**config.mk**
```make
export PLATFORM = sky130hd
export DESIGN_NAME = mips_multicycle_ctrl_flat
export DESIGN_NICKNAME = d
export VERILOG_FILES = /design/src/rtl/mips_multicycle_ctrl_if.sv /design/src/rtl/mips_multicycle_ctrl.sv /design/src/flat_wrapper.sv
export SDC_FILE = /design/constraint.sdc
export NUM_CORES = 1
export LEC_CHECK = 0
export ABC_CLOCK_PERIOD_IN_PS = 2120
export BUFFER_PORTS_ARGS = -buffer_cell sky130_fd_sc_hd__buf_2
export CAP_MARGIN = 20
export CORE_MARGIN = 2
export CORE_UTILIZATION = 45
export DETAILED_ROUTE_END_ITERATION = 8
export HOLD_SLACK_MARGIN = 0.06
export PLACE_DENSITY = 0.71
export SYNTH_ARGS = -nofsm -noshare
export SYNTH_HDL_FRONTEND = slang
export SYNTH_SLANG_ARGS = --single-unit
```
**constraint.sdc**
```tcl
create_clock -name clk -period 2.12 [get_ports clk]
set_input_delay 0.424 -clock clk [delete_from_list [all_inputs] [get_ports clk]]
set_output_delay 0.424 -clock clk [all_outputs]
set_load 0.02 [all_outputs]
```
**src/rtl/mips_multicycle_ctrl_if.sv**
```systemverilog
// Control-side bundle of the multi-cycle MIPS controller: instruction/memory status in,
// datapath steering strobes and debug/status out.
interface mips_multicycle_ctrl_if #(
    parameter int CNT_W = 32
);
    logic [5:0]       opcode;
    logic             mem_ready;
    logic             pc_write;
    logic             pc_write_cond;
    logic             iord;
    logic             mem_read;
    logic             mem_write;
    logic             ir_write;
    logic             mem_to_reg;
    logic             reg_dst;
    logic             reg_write;
    logic             alu_src_a;
    logic [1:0]       alu_src_b;
    logic [1:0]       alu_op;
    logic [1:0]       pc_source;
    logic [3:0]       state_out;
    logic             illegal_op;
    logic [CNT_W-1:0] retired;

    // master = controller, slave = datapath/memory side
    modport master (
        input  opcode, mem_ready,
        output pc_write, pc_write_cond, iord, mem_read, mem_write, ir_write,
               mem_to_reg, reg_dst, reg_write, alu_src_a, alu_src_b, alu_op,
               pc_source, state_out, illegal_op, retired
    );

    modport slave (
        output opcode, mem_ready,
        input  pc_write, pc_write_cond, iord, mem_read, mem_write, ir_write,
               mem_to_reg, reg_dst, reg_write, alu_src_a, alu_src_b, alu_op,
               pc_source, state_out, illegal_op, retired
    );
endinterface

```
**src/rtl/mips_multicycle_ctrl.sv**
```systemverilog
// Main control FSM of the multi-cycle MIPS core with retired-instruction counter.
// Define MC_CTRL_ADDI_EN to add the addi path (ADDIEX/ADDIWB).
module mips_multicycle_ctrl #(
    parameter int CNT_W = 32
) (
    input  logic                  clk,
    input  logic                  rst_n,
    mips_multicycle_ctrl_if.master bus
);
    typedef enum logic [3:0] {
        S_FETCH   = 4'd0,
        S_DECODE  = 4'd1,
        S_MEMADR  = 4'd2,
        S_MEMRD   = 4'd3,
        S_MEMWB   = 4'd4,
        S_MEMWR   = 4'd5,
        S_EXECUTE = 4'd6,
        S_ALUWB   = 4'd7,
        S_BRANCH  = 4'd8,
        S_JUMP    = 4'd9,
        S_ADDIEX  = 4'd10,
        S_ADDIWB  = 4'd11
    } state_e;

    localparam logic [5:0] OP_RTYPE = 6'b000000;
    localparam logic [5:0] OP_LW    = 6'b100011;
    localparam logic [5:0] OP_SW    = 6'b101011;
    localparam logic [5:0] OP_BEQ   = 6'b000100;
    localparam logic [5:0] OP_J     = 6'b000010;
    localparam logic [5:0] OP_ADDI  = 6'b001000;

    state_e           state_q, state_d;
    logic [CNT_W-1:0] retired_q;

    logic       pc_write_c, pc_write_cond_c, mem_read_c, mem_write_c, ir_write_c, reg_write_c;
    logic       iord_c, mem_to_reg_c, reg_dst_c, alu_src_a_c, illegal_c, retire_c;
    logic [1:0] alu_src_b_c, alu_op_c, pc_source_c;

    always_ff @(posedge clk or negedge rst_n) begin
        if (!rst_n) begin
            state_q   <= S_FETCH;
            retired_q <= '0;
        end else begin
            state_q <= state_d;
            if (retire_c) retired_q <= retired_q + CNT_W'(1);
        end
    end

    always_comb begin
        state_d         = state_q;
        pc_write_c      = 1'b0;
        pc_write_cond_c = 1'b0;
        mem_read_c      = 1'b0;
        mem_write_c     = 1'b0;
        ir_write_c      = 1'b0;
        reg_write_c     = 1'b0;
        iord_c          = 1'b0;
        mem_to_reg_c    = 1'b0;
        reg_dst_c       = 1'b0;
        alu_src_a_c     = 1'b0;
        alu_src_b_c     = 2'b00;
        alu_op_c        = 2'b00;
        pc_source_c     = 2'b00;
        illegal_c       = 1'b0;
        retire_c        = 1'b0;
        case (state_q)
            S_FETCH: begin
                mem_read_c  = 1'b1;
                alu_src_b_c = 2'b01;
                ir_write_c  = bus.mem_ready;
                pc_write_c  = bus.mem_ready;
                if (bus.mem_ready) state_d = S_DECODE;
            end
            S_DECODE: begin
                // ALU precomputes PC + (imm<<2) so BRANCH can use ALUOut
                alu_src_b_c = 2'b11;
                case (bus.opcode)
                    OP_RTYPE:     state_d = S_EXECUTE;
                    OP_LW, OP_SW: state_d = S_MEMADR;
                    OP_BEQ:       state_d = S_BRANCH;
                    OP_J:         state_d = S_JUMP;
`ifdef MC_CTRL_ADDI_EN
                    OP_ADDI:      state_d = S_ADDIEX;
`endif
                    default: begin
                        illegal_c = 1'b1;
                        state_d   = S_FETCH;
                    end
                endcase
            end
            S_MEMADR: begin
                alu_src_a_c = 1'b1;
                alu_src_b_c = 2'b10;
                state_d     = (bus.opcode == OP_LW) ? S_MEMRD : S_MEMWR;
            end
            S_MEMRD: begin
                mem_read_c = 1'b1;
                iord_c     = 1'b1;
                if (bus.mem_ready) state_d = S_MEMWB;
            end
            S_MEMWB: begin
                reg_write_c  = 1'b1;
                mem_to_reg_c = 1'b1;
                retire_c     = 1'b1;
                state_d      = S_FETCH;
            end
            S_MEMWR: begin
                mem_write_c = 1'b1;
                iord_c      = 1'b1;
                if (bus.mem_ready) begin
                    retire_c = 1'b1;
                    state_d  = S_FETCH;
                end
            end
            S_EXECUTE: begin
                alu_src_a_c = 1'b1;
                alu_op_c    = 2'b10;
                state_d     = S_ALUWB;
            end
            S_ALUWB: begin
                reg_write_c = 1'b1;
                reg_dst_c   = 1'b1;
                retire_c    = 1'b1;
                state_d     = S_FETCH;
            end
            S_BRANCH: begin
                alu_src_a_c     = 1'b1;
                alu_op_c        = 2'b01;
                pc_write_cond_c = 1'b1;
                pc_source_c     = 2'b01;
                retire_c        = 1'b1;
                state_d         = S_FETCH;
            end
            S_JUMP: begin
                pc_write_c  = 1'b1;
                pc_source_c = 2'b10;
                retire_c    = 1'b1;
                state_d     = S_FETCH;
            end
`ifdef MC_CTRL_ADDI_EN
            S_ADDIEX: begin
                alu_src_a_c = 1'b1;
                alu_src_b_c = 2'b10;
                state_d     = S_ADDIWB;
            end
            S_ADDIWB: begin
                reg_write_c = 1'b1;
                retire_c    = 1'b1;
                state_d     = S_FETCH;
            end
`endif
            default: state_d = S_FETCH;
        endcase
    end

    // Strobes are gated by reset so an aborted access never fires
    assign bus.pc_write      = pc_write_c      & rst_n;
    assign bus.pc_write_cond = pc_write_cond_c & rst_n;
    assign bus.mem_read      = mem_read_c      & rst_n;
    assign bus.mem_write     = mem_write_c     & rst_n;
    assign bus.ir_write      = ir_write_c      & rst_n;
    assign bus.reg_write     = reg_write_c     & rst_n;
    assign bus.illegal_op    = illegal_c       & rst_n;
    assign bus.iord          = iord_c;
    assign bus.mem_to_reg    = mem_to_reg_c;
    assign bus.reg_dst       = reg_dst_c;
    assign bus.alu_src_a     = alu_src_a_c;
    assign bus.alu_src_b     = alu_src_b_c;
    assign bus.alu_op        = alu_op_c;
    assign bus.pc_source     = pc_source_c;
    assign bus.state_out     = state_q;
    assign bus.retired       = retired_q;
endmodule

```
**src/flat_wrapper.sv**
```systemverilog
// flat-port wrapper written by rule: the top's interface ports become plain ports
module mips_multicycle_ctrl_flat 
#(
    parameter int CNT_W = 32
)
  (clk, rst_n, bus_opcode, bus_mem_ready, bus_pc_write, bus_pc_write_cond, bus_iord, bus_mem_read, bus_mem_write, bus_ir_write, bus_mem_to_reg, bus_reg_dst, bus_reg_write, bus_alu_src_a, bus_alu_src_b, bus_alu_op, bus_pc_source, bus_state_out, bus_illegal_op, bus_retired);
  mips_multicycle_ctrl_if #(.CNT_W(CNT_W)) bus_i ();
  input  logic clk;
  input  logic rst_n;
  input wire logic [$bits(bus_i.opcode)-1:0] bus_opcode;
  input wire logic [$bits(bus_i.mem_ready)-1:0] bus_mem_ready;
  output wire logic [$bits(bus_i.pc_write)-1:0] bus_pc_write;
  output wire logic [$bits(bus_i.pc_write_cond)-1:0] bus_pc_write_cond;
  output wire logic [$bits(bus_i.iord)-1:0] bus_iord;
  output wire logic [$bits(bus_i.mem_read)-1:0] bus_mem_read;
  output wire logic [$bits(bus_i.mem_write)-1:0] bus_mem_write;
  output wire logic [$bits(bus_i.ir_write)-1:0] bus_ir_write;
  output wire logic [$bits(bus_i.mem_to_reg)-1:0] bus_mem_to_reg;
  output wire logic [$bits(bus_i.reg_dst)-1:0] bus_reg_dst;
  output wire logic [$bits(bus_i.reg_write)-1:0] bus_reg_write;
  output wire logic [$bits(bus_i.alu_src_a)-1:0] bus_alu_src_a;
  output wire logic [$bits(bus_i.alu_src_b)-1:0] bus_alu_src_b;
  output wire logic [$bits(bus_i.alu_op)-1:0] bus_alu_op;
  output wire logic [$bits(bus_i.pc_source)-1:0] bus_pc_source;
  output wire logic [$bits(bus_i.state_out)-1:0] bus_state_out;
  output wire logic [$bits(bus_i.illegal_op)-1:0] bus_illegal_op;
  output wire logic [$bits(bus_i.retired)-1:0] bus_retired;
  assign bus_i.opcode = bus_opcode;
  assign bus_i.mem_ready = bus_mem_ready;
  assign bus_pc_write = bus_i.pc_write;
  assign bus_pc_write_cond = bus_i.pc_write_cond;
  assign bus_iord = bus_i.iord;
  assign bus_mem_read = bus_i.mem_read;
  assign bus_mem_write = bus_i.mem_write;
  assign bus_ir_write = bus_i.ir_write;
  assign bus_mem_to_reg = bus_i.mem_to_reg;
  assign bus_reg_dst = bus_i.reg_dst;
  assign bus_reg_write = bus_i.reg_write;
  assign bus_alu_src_a = bus_i.alu_src_a;
  assign bus_alu_src_b = bus_i.alu_src_b;
  assign bus_alu_op = bus_i.alu_op;
  assign bus_pc_source = bus_i.pc_source;
  assign bus_state_out = bus_i.state_out;
  assign bus_illegal_op = bus_i.illegal_op;
  assign bus_retired = bus_i.retired;
  mips_multicycle_ctrl #(.CNT_W(CNT_W)) u_core (.clk(clk), .rst_n(rst_n), .bus(bus_i));
endmodule
```
# Word-level counts from Yosys, hierarchy flattened
# Cells that the tools add are included.
op_classes:
  n_addsub: 1
  eq_ne: 16
  mux: 23
  bitwise_logic: 7
  n_reduce_logical: 10
op_table:
  columns: ["op", "n"]
  rows:
  - ["$add A32 B1 Y32 const B", 1]
  - ["$pmux W4 S6", 1]
  - ["$eq A4 B3 Y1 const B", 4]
  - ["$pmux W4 S4", 1]
  - ["$eq A6 B6 Y1 const B", 2]
  - ["$mux W1", 12]
  - ["$mux W4", 3]
  - ["$eq A4 B2 Y1 const B", 2]
  - ["$eq A4 B4 Y1 const B", 2]
  - ["$pmux W2 S2", 2]
  - ["$reduce_or A2 Y1", 4]
  - ["$and A1 B1 Y1", 7]
  - ["$eq A6 B2 Y1 const B", 1]
  - ["$eq A6 B3 Y1 const B", 1]
  - ["$logic_not A6 Y1", 1]
  - ["$ne A2 B2 Y1 const B", 3]
  - ["$pmux W2 S3", 1]
  - ["$reduce_or A5 Y1", 1]
  - ["$eq A4 B1 Y1 const B", 1]
  - ["$logic_not A4 Y1", 1]
  - ["$pmux W1 S2", 2]
  - ["$reduce_or A4 Y1", 1]
  - ["$mux W3", 1]
  - ["$reduce_and A3 Y1", 1]
  - ["$reduce_or A3 Y1", 1]
totals:
  ff_bits: 36
  inputBits: 9
  output_inout_bits: 53
  elab_cells: 59

# Logic depth before layout (Yosys ltp)
# Gate-level depths: netlist of run 1.
depth:
  ltp_word: 5
  depth_mapped: 6

# Least setup slack after synthesis of run 1
# OpenSTA, ideal clock, no wires.
synth_timing:
  path_type: "register -> output"
  start: "register u_core.state_q[2] (netlist: u_core.bus.state_out[2])"
  end: "output port bus_illegal_op"
  arrival_time_ns: 1.944
  slack_ns: -0.248
  path_stages_with_launch: 5
  cell_sequence: "dfrtp_1 buf_6 nor2_1 nand2_1 a2111oi_0"
synth_between:
  elab_chain_cells: 3
synth_lines:
  columns: ["element", "line_no", "text"]
  rows:
  - ["start: declaration", "mips_multicycle_ctrl.sv:32", "state_e state_q, state_d;"]
  - ["start signal: assignment", "mips_multicycle_ctrl.sv:44", "state_q <= state_d;"]
  - ["$eq A4 B1 Y1", "mips_multicycle_ctrl.sv:66", "case (state_q)"]
  - ["$mux W1", "mips_multicycle_ctrl.sv:66", null]
  - ["$and A1 B1 Y1", "mips_multicycle_ctrl.sv:163", "assign bus.illegal_op = illegal_c & rst_n;"]
  - ["end: declaration", "flat_wrapper.sv:26", "output wire logic [$bits(bus_i.illegal_op)-1:0] bus_illegal_op;"]
# No other way between the ends.

# Worst setup path after layout of run 1
layout_timing:
  start: "register u_core.state_q[1] (netlist: u_core.bus.state_out[1])"
  end: "output port bus_alu_src_a"
layout_between:
  elab_chain_cells: 3
  word_cells_on_any_way: 5
  cone_classes: "3 x eq/ne; 1 x mux; 1 x reduce/logical"
layout_lines:
  columns: ["element", "line_no", "text"]
  rows:
  - ["$eq A4 B4 Y1 (tied with other cells)", "mips_multicycle_ctrl.sv:66", null]
  - ["$reduce_or A3 Y1 (no line) *", null, null]
  - ["$mux W1 *", "mips_multicycle_ctrl.sv:66", null]
  - ["end: declaration", "flat_wrapper.sv:21", "output wire logic [$bits(bus_i.alu_src_a)-1:0] bus_alu_src_a;"]
# Every way passes the cells marked *; elsewhere a longest branch is shown, timed or not.

==> impl_metrics.toml, run 1 <==
[synth]
yosys_warnings = 0
synth-edff-count = 0
ys_seq_elements = 36
synthesis.nets = 222
synth_top_area_share_pct = 44.23
ys.flop_type = "dfrtp_1"
async_reset_ff_share_pct = 100.0
synth.distinct_cells = 38
synth_cells = 212
synth-seq-area-share_pct = 44.23
yosysTopAreaCell = "dfrtp_1"
ys_top_cells_by_count = "dfrtp_1, xor2_1, nand2_1, nor4_1, nand3_1"
netlist_area_um2 = 2037
synth_most_common_cell = "dfrtp_1"
synth_area_leaders = "dfrtp_1, xor2_1, nor4_1"
synth_area_per_cell_um2 = 9.608

[clock_tree]
path_clk_slew_ns = 0.07
cts_made_buffers = 5
htreeDepth = 2
ctsHoldBuffers = 0
cts_buffer_depth = 2
cts.sinks = 36
cts_root_buf = "clkbuf_8"
clk_latency_ns = 0.29
cts_tree = "done"

[pwr]
p_leak_uw = 0.001044
netSwitchingPower_uw = 500.3
ir_drop_mv = 0.6457
switching_share_pct = 31.56
power_density_nw_per_um2 = 635.4
p_clk_share_pct = 29.1
p_comb_share_pct = 22.2
p_seq_share_pct = 48.8
p_int_uw = 1085

[routing]
drt.antenna.violating_nets = 0
drc = 0
wl_um = 4713
avgViaCountPerCell = 5.567
vias = 1826
post_drt_wl_per_cell_um = 14.37
firstDrtPassIters = 4
drt-initial-drc-count = 125

[cells_and_area]
syn2layout_area_growth_pct = 22.48
antennaDiodeCount = 0
final_util_pct = 57.30
nets = 286
drive_gt1_share_pct = 31.16

[timing]
drv_slew = 0
setup_viol = 0
finClkSkew_ns = 0.006350
rsz0062_at_grt = "no"
period_minus_slack_ns = 1.984
timing.fmax_ghz = 0.5041
tightest_slew_ns = 0.4771
fin_crit_sh_pct = 93.57
final.setup.tns_ns = 0
finalHoldViolCount = 0
max_slew_margin_pct = 68.11

[global_routing]
grtUsageTotal_pct = 20.15
top_usage_layer = "met2"
grt_pass1_vias = 1728
met1_usage_pct = 28.05
met3_usage_pct = 4.923
grt_pass1_wl_um = 8128
grt_antenna_before_repair = 0
grt_use_met2_pct = 30.56
grt_max_degree = 37
grt_overflow_total = 0

[critical_path]
crit_chain = "buf_4, or3b_4, a21oi_1, buf_2"
cp_slowest_stage_delay_ns = 0.40
cp_data_required_time_ns = 1.70
cp-end-kind = "output pin"
crit_family = "flip-flops"
crit_arrival_ns = 1.56
cp_max_fo = 8
critPathSlowestCell = "dfrtp_2"
cp.buffers_inverters = 2
cp-start-kind = "flip-flop"
critPathKind = "reg2out"

[outcome]
outcome = "completed"

[die]
start_util_pct = 46.78
rows = 24
die_area_um2 = 5081
fp.dieW_um = 71.28
core_um2 = 4354
die_h_um = 71.28
io_pins = 62

[placement]
io_buffers = 61
globalplace.congestion = 0.7759
dp_hpwl_um = 3305

[job]
max_cap_violations = 0

[hold_path]
hold_class = "in2async"
placed cells by master (no fill, tap or decap), types with 2 or more instances in the layout:
cell / count
and3_1: 5
buf_2: 61
nor4b_1: 2
nor3b_1: 3
inv_1: 6
dfrtp_2: 2
buf_4: 9
xnor2_1: 4
and2_1: 3
a21o_1: 2
nand4_1: 7
and4_1: 6
o22ai_1: 2
nor2_1: 10
nand2_1: 16
nor2b_1: 2
dfrtp_1: 34
clkbuf_8: 5
xor2_1: 29
nand3_1: 13
nor3_1: 11
a21oi_1: 4
nor4_1: 16
o21ai_0: 2
nand2b_1: 5
kinds of logic after synthesis:
group | after synthesis | synth area share (%)
AOI/OAI and AO/OA | 15 | 5.283
xor gates and xnor gates | 33 | 14.19
adders and majority gates | 1 | 0.6142
buffers and inverters | 19 | 5.036
DFF | 36 | 44.23
muxes | 1 | 0.5528
and+or+nand+nor | 107 | 30.10
metrics by stage:
stage / hold WS [ns] / std cells / power, uW / area [um2] / setup slack (ns)
4_1_cts: 0.2774 / 325 / 1597 / 2464 / 0.01706
3_5_place_dp: 0.4555 / 318 / 1134 / 2385 / 0.1760
3_3_place_gp: 0.4524 / 318 / 1128 / 2385 / 0.2482
6_report: 0.2476 / 328 / 1585 / 2495 / 0.1363
2_1_floorplan: 0.1284 / 212 / 1007 / 2049 / 0.009517
5_1_grt: 0.3018 / 328 / 1682 / 2495 / 0.01918
timing repair:
| action | CTS | global route |
|---|---|---|
| gates resized for setup | 1 | 3 |
| setup endpoints to repair | 1 | 1 |
| setup buffers | 0 | 3 |
layer usage:
metal  wire [um]  up-vias
li1            -      884
met1        2267      885
met2        2119       52
met3         259        5
met4          67        0
met5           0        -
area by class of cell:
| class | instances | area [um2] |
|---|---|---|
| clock buffer | 6 | 72.57 |
| multi-input combinational | 157 | 1054 |
| tap | 52 | 65.06 |
| timing repair buffer | 70 | 372.9 |
| sequential | 36 | 903.4 |
| clock inverter | 1 | 5.005 |
| inverter | 6 | 22.52 |
| fill | 388 | 1859 |
power groups by stage:
stage / logic (uW) / clock network (uW) / registers (uW)
finish: 351 / 461 / 773
global route: 387 / 516 / 778
CTS: 351 / 474 / 773
detailed placement: 348 / 0 / 786
global placement: 346 / 0 / 783
floorplan: 171 / 0 / 836
registers in the layout, summed over array words and instances (netlist names):
signal                flops
u_core.bus.retired       32
u_core.bus.state_out      4
worst paths after layout:
path / startpoint / endpoint / slack (ns) / cells after the start
max: u_core.bus.state_out[1]$_DFFE_PN0P_ / bus_alu_src_a / 0.14 / 4
min: rst_n / u_core.bus.retired[26]$_DFFE_PN0P_ / 0.25 / 2
max reg2reg: u_core.bus.retired[0]$_DFFE_PN0P_ / u_core.bus.retired[20]$_DFFE_PN0P_ / 0.20 / 5
min reg2reg: u_core.bus.retired[31]$_DFFE_PN0P_ / u_core.bus.retired[31]$_DFFE_PN0P_ / 0.46 / 1
max in group asynchronous: rst_n / u_core.bus.state_out[1]$_DFFE_PN0P_ / 1.51 / 2
min in group clk: u_core.bus.retired[31]$_DFFE_PN0P_ / u_core.bus.retired[31]$_DFFE_PN0P_ / 0.46 / 1
Power figures use the tool's default switching activity.
==> run 2: changes to the inputs <==
--- a/config.mk
+++ b/config.mk
@@ -5,14 +5,15 @@
 export SDC_FILE = /design/constraint.sdc
 export NUM_CORES = 1
 export LEC_CHECK = 0
+export ABC_AREA = 1
 export ABC_CLOCK_PERIOD_IN_PS = 2120
 export BUFFER_PORTS_ARGS = -buffer_cell sky130_fd_sc_hd__buf_2
 export CAP_MARGIN = 20
 export CORE_MARGIN = 2
-export CORE_UTILIZATION = 45
+export CORE_UTILIZATION = 53
 export DETAILED_ROUTE_END_ITERATION = 8
 export HOLD_SLACK_MARGIN = 0.06
-export PLACE_DENSITY = 0.71
+export PLACE_DENSITY = 0.8
 export SYNTH_ARGS = -nofsm -noshare
 export SYNTH_HDL_FRONTEND = slang
 export SYNTH_SLANG_ARGS = --single-unit
==> impl_metrics.toml, run 2 <==
[synth]
synth-edff-count = 0
netlist_area_um2 = 2424
ys_seq_elements = 36
synth_area_per_cell_um2 = 6.515
synth_top_area_share_pct = 37.17
yosys_warnings = 0
synth_cells = 372
yosysTopAreaCell = "dfrtp_1"
ys_top_cells_by_count = "nand2_1, nor2_1, inv_1"
synth_most_common_cell = "nand2_1"
synth.distinct_cells = 27
async_reset_ff_share_pct = 100.0
ys.flop_type = "dfrtp_1"
synth-seq-area-share_pct = 37.17
synth_area_leaders = "dfrtp_1, nand2_1, nor2_1"
synthesis.nets = 382

[global_routing]
grt_pass1_vias = 2307
grt_overflow_total = 0
grt_pass1_wl_um = 10030
grt_max_degree = 38
grtUsageTotal_pct = 24.39
grt_antenna_before_repair = 0

[critical_path]
cp_max_fo = 5
cp-end-kind = "output pin"
critPathKind = "reg2out"
cp_data_required_time_ns = 1.70
crit_arrival_ns = 1.56
cp-start-kind = "flip-flop"

[timing]
max_slew_margin_pct = 71.08
finClkSkew_ns = 0.006355
rsz0062_at_grt = "no"
finalHoldViolCount = 0
drv_slew = 0
period_minus_slack_ns = 1.984
timing.fmax_ghz = 0.5040
final.setup.tns_ns = 0
fin_crit_sh_pct = 93.59
setup_viol = 0
tightest_slew_ns = 0.4338

[cells_and_area]
drive_gt1_share_pct = 20.78
finalInstanceArea_um2 = 2855
seq_area_um2 = 903.4
largest_reg_flops = 32
antennaDiodeCount = 0
nets = 448
final_common_cell = "nand2_1"
multi_input_area_um2 = 1314
syn2layout_area_growth_pct = 17.81
final_util_pct = 65.13
layout_common_cells = "nand2_1, buf_2, nor2_1"
fill_cells = 410

[clock_tree]
cts_buffer_depth = 2
postCtsSetupBuffers = 0
cts_made_buffers = 5
cts_root_buf = "clkbuf_8"
path_clk_slew_ns = 0.07
htreeDepth = 2
clk_latency_ns = 0.29
cts.sinks = 36
cts_tree = "done"

[die]
io_pins = 62
core_um2 = 4384
fp.dieW_um = 71.62
die_h_um = 71.62
die_area_um2 = 5129
start_util_pct = 55.28
rows = 24

[routing]
wl_met2_um = 2798
post_drt_wl_per_cell_um = 12.07
avgViaCountPerCell = 5.176
drt-initial-drc-count = 159
wl_met1_um = 2694
wl_um = 5913
highest_layer = "met4"
route.met3.wl_um = 364
drt.antenna.violating_nets = 0
drc = 0
vias = 2536
firstDrtPassIters = 5

[placement]
globalplace.congestion = 1.045
dp_hpwl_um = 4624
place_area_um2 = 2763
io_buffers = 61

[hold_path]
hold_class = "in2async"

[pwr]
power_uw = 1829
p_leak_uw = 0.001527
power_density_nw_per_um2 = 640.5
ir_drop_mv = 0.5265

[outcome]
outcome = "completed"

[job]
max_cap_violations = 0
==> run 2: changes by cell type after synthesis, moves of 9 or more <==
cell     previous run  this run
xor2_1             29         6
nor2_1             11        60
nand2_1            16       144
inv_1               6        41
nand3_1            13        22
nor4_1             16         0
==> run 2: layout make-up <==
type,instances,area share (%)
clock inverter,1,0.1753
clock buffer,6,2.542
inverter,44,5.784
multi-input combinational,287,46.01
sequential,36,31.64
tap,52,2.279
timing repair buffer,64,11.57
==> run 2: final timing paths <==
| path | startpoint | end | slack, ns | cells after the start |
|---|---|---|---|---|
| min reg2reg | u_core.bus.retired[6]$_DFFE_PN0P_ | u_core.bus.retired[6]$_DFFE_PN0P_ | 0.51 | 1 |
| max | u_core.bus.state_out[1]$_DFFE_PN0P_ | bus_illegal_op | 0.14 | 8 |
| min | rst_n | u_core.bus.state_out[0]$_DFFE_PN0P_ | 0.13 | 2 |
| max reg2reg | u_core.bus.retired[0]$_DFFE_PN0P_ | u_core.bus.retired[30]$_DFFE_PN0P_ | 0.35 | 10 |
| max in group asynchronous | rst_n | u_core.bus.state_out[1]$_DFFE_PN0P_ | 1.44 | 2 |
| min in group clk | bus_mem_ready | u_core.bus.state_out[1]$_DFFE_PN0P_ | 0.41 | 2 |
==> run 2: power by group <==
| part | internal [uW] | switching, uW |
|---|---|---|
| sequential | 736 | 63.3 |
| clock | 224 | 246 |
| combinational | 166 | 393 |
==> run 2: cell families (layout without fill, tap and decap cells) <==
family,Yosys count,in the layout,share of synthesized area (%)
xor+xnor,17,17,6.143
fa+ha+maj,1,1,0.5162
flops,36,36,37.17
compound gates,13,13,2.788
buf+inv,49,115,8.724
simple gates,256,256,44.66
==> run 2: metal layers <==
layer  up-vias  track usage (%)
li1       1274                -
met1      1168            32.34
met2        88            41.15
met3         6            4.923
met4         0            5.870
met5         -                0
==> run 2: what timing repair did <==
action / in CTS / in global routing
hold buffers: 1 / 0
setup endpoints to repair: 0 / 2
hold endpoints to repair: 1 / 0
resized for setup: 0 / 3
==> run 2: worst max-delay path, stage by stage (launching register included) <==
cell,delay [ns]
dfrtp_2,0.45
inv_2,0.10
nand2_2,0.09
inv_1,0.08
nand2_1,0.11
inv_1,0.10
nand4_1,0.10
nor2_1,0.09
buf_2,0.16
==> run 2: through the flow <==
step,worst slack [ns],cells,hold WS [ns]
after global routing,0.01050,490,0.1465
final,0.1360,490,0.1315
after CTS,0.1058,490,0.1311
after detailed placement,0.3819,482,0.2445
after floorplan,0.2114,372,0.1284
after global placement,0.3977,482,0.2431
==> run 3: changes to the inputs <==
--- a/config.mk
+++ b/config.mk
@@ -9,7 +9,6 @@
 export ABC_CLOCK_PERIOD_IN_PS = 2120
 export BUFFER_PORTS_ARGS = -buffer_cell sky130_fd_sc_hd__buf_2
 export CAP_MARGIN = 20
-export CORE_MARGIN = 2
 export CORE_UTILIZATION = 53
 export DETAILED_ROUTE_END_ITERATION = 8
 export HOLD_SLACK_MARGIN = 0.06
==> constraint.sdc (replaced) <==
create_clock -name clk -period 2.12 [get_ports clk]
set_input_delay 0.424 -clock clk [delete_from_list [all_inputs] [get_ports clk]]
set_output_delay 0.424 -clock clk [all_outputs]
set_load 0.01 [all_outputs]
==> impl_metrics.toml, run 3 (same netlist as run 2, synthesis figures left out) <==
[die]
core_um2 = 4384
fp.dieW_um = 69.62
io_pins = 62
rows = 24
die_h_um = 69.62
die_area_um2 = 4847
start_util_pct = 55.28

[critical_path]
crit_top_cell = "nand2_1"
cp_max_fo = 4
cp-start-kind = "flip-flop"
critPathKind = "reg2out"
critPathSlowestCell = "dfrtp_1"
cp-end-kind = "output pin"
r2r_cells = 8
crit_arrival_ns = 1.60
cp_data_required_time_ns = 1.70
crit_chain = "inv_1, nand2_1, nor2_2, nand2_1, o21ai_0, buf_2"
cp_slowest_stage_delay_ns = 0.43

[clock_tree]
cts.sinks = 36
cts_buffer_depth = 2
cts_tree = "done"
postCtsSetupBuffers = 0
cts_made_buffers = 5
cts_root_buf = "clkbuf_8"
path_clk_slew_ns = 0.07
htreeDepth = 2
clk_latency_ns = 0.30

[timing]
setup_viol = 0
period_minus_slack_ns = 2.022
holdWs_ns = 0.4128
fin_crit_sh_pct = 95.36
tightest_slew_ns = 0.4414
timing.fmax_ghz = 0.4947
finClkSkew_ns = 0.009953
max_slew_margin_pct = 70.58
drv_slew = 0
finalHoldViolCount = 0

[global_routing]
grt_pass1_vias = 2233
grtUsageTotal_pct = 25.77
grt_pass1_wl_um = 10030
grt_max_degree = 38
grt_overflow_total = 0
grt_antenna_before_repair = 0

[cells_and_area]
drive_gt1_share_pct = 20.55
largest_reg_flops = 32
stdcell_count = 490
multi_input_area_um2 = 1314
syn2layout_area_growth_pct = 18.64
layout_common_cells = "nand2_1, buf_2, nor2_1"
fill_cells = 415
antennaDiodeCount = 0
nets = 447
seq_area_um2 = 900.9
final_common_cell = "nand2_1"

[hold_path]
min_path_cells = 2
hold_class = "in2reg"

[routing]
wl_um = 6041
post_drt_wl_per_cell_um = 12.33
firstDrtPassIters = 4
drt.antenna.violating_nets = 0
drc = 0
avgViaCountPerCell = 5.269
vias = 2582
drt-initial-drc-count = 141

[job]
max_cap_violations = 0

[pwr]
p_clk_share_pct = 32.5
p_comb_share_pct = 25.5
p_seq_share_pct = 42.0
netSwitchingPower_uw = 644.7
ir_drop_mv = 0.5937
switching_share_pct = 34.09
power_uw = 1891
p_int_uw = 1247
power_density_nw_per_um2 = 657.8
p_leak_uw = 0.001538

[placement]
dp.cells = 481
io_buffers = 61
dp_hpwl_um = 4656
globalplace.congestion = 1.031

[outcome]
outcome = "completed"
run 3: repair_timing:
action	CTS	global route
endpoints found under the setup margin	0	2
resized for setup	0	2
hold endpoints to repair	2	0
hold buffers	1	0
run 3: critical path, delay by kind of cell (launching register included):
| family | cells | cell delay, ns |
|---|---|---|
| AOI/OAI and AO/OA | 1 | 0.15 |
| DFF | 1 | 0.43 |
| buffers and inverters | 2 | 0.29 |
| and+or+nand+nor | 3 | 0.44 |
run 3: power by group through the flow:
stage / Sequential, uW / Combinational, uW / Clock (uW)
4_1_cts: 794 / 478 / 619
3_3_place_gp: 804 / 465 / 0
2_1_floorplan: 823 / 309 / 0
6_report: 794 / 483 / 614
3_5_place_dp: 807 / 474 / 0
5_1_grt: 806 / 542 / 640
run 3: routing by layer:
metal | global-route usage, % | share of wire (%) | wire length (um) | up-vias
met5 | 0 | 0 | 0 | -
met4 | 10.89 | 1.6 | 97 | 0
met3 | 3.634 | 6.4 | 389 | 12
met2 | 42.83 | 49 | 2990 | 101
met1 | 33.64 | 42 | 2564 | 1195
li1 | - | - | - | 1274
run 3: cell type report:
class                      instances  share of cell area, %
multi-input combinational        287                  45.69
inverter                          44                  5.744
clock buffer                       6                  2.524
clock inverter                     2                  1.218
timing repair buffer              63                  11.23
tap                               52                  2.263
sequential                        36                  31.33
run 3: per-stage QoR:
stage	instance area [um2]	TNS, ns	setup WS [ns]	utilization, %
6_report	2875	0	0.09843	65.58
5_1_grt	2875	-0.01695	-0.01695	65.58
4_1_cts	2873	0	0.06302	65.53
3_5_place_dp	2755	0	0.3703	62.84
3_3_place_gp	2755	0	0.3883	62.84
2_1_floorplan	2424	0	0.5039	-
run 3: worst paths after layout:
path                                                       endpoint  slack [ns]                           startpoint
worst max-delay path                                   bus_pc_write         0.1  u_core.bus.state_out[2]$_DFFE_PN0P_
worst min-delay path            u_core.bus.state_out[1]$_DFFE_PN0P_        0.41                        bus_mem_ready
worst max register to register   u_core.bus.retired[20]$_DFFE_PN0P_        0.35    u_core.bus.retired[0]$_DFFE_PN0P_
worst min register to register    u_core.bus.retired[6]$_DFFE_PN0P_        0.52    u_core.bus.retired[6]$_DFFE_PN0P_
max in group asynchronous        u_core.bus.retired[29]$_DFFE_PN0P_        0.99                                rst_n
min in group asynchronous       u_core.bus.state_out[0]$_DFFE_PN0P_        0.50                                rst_n
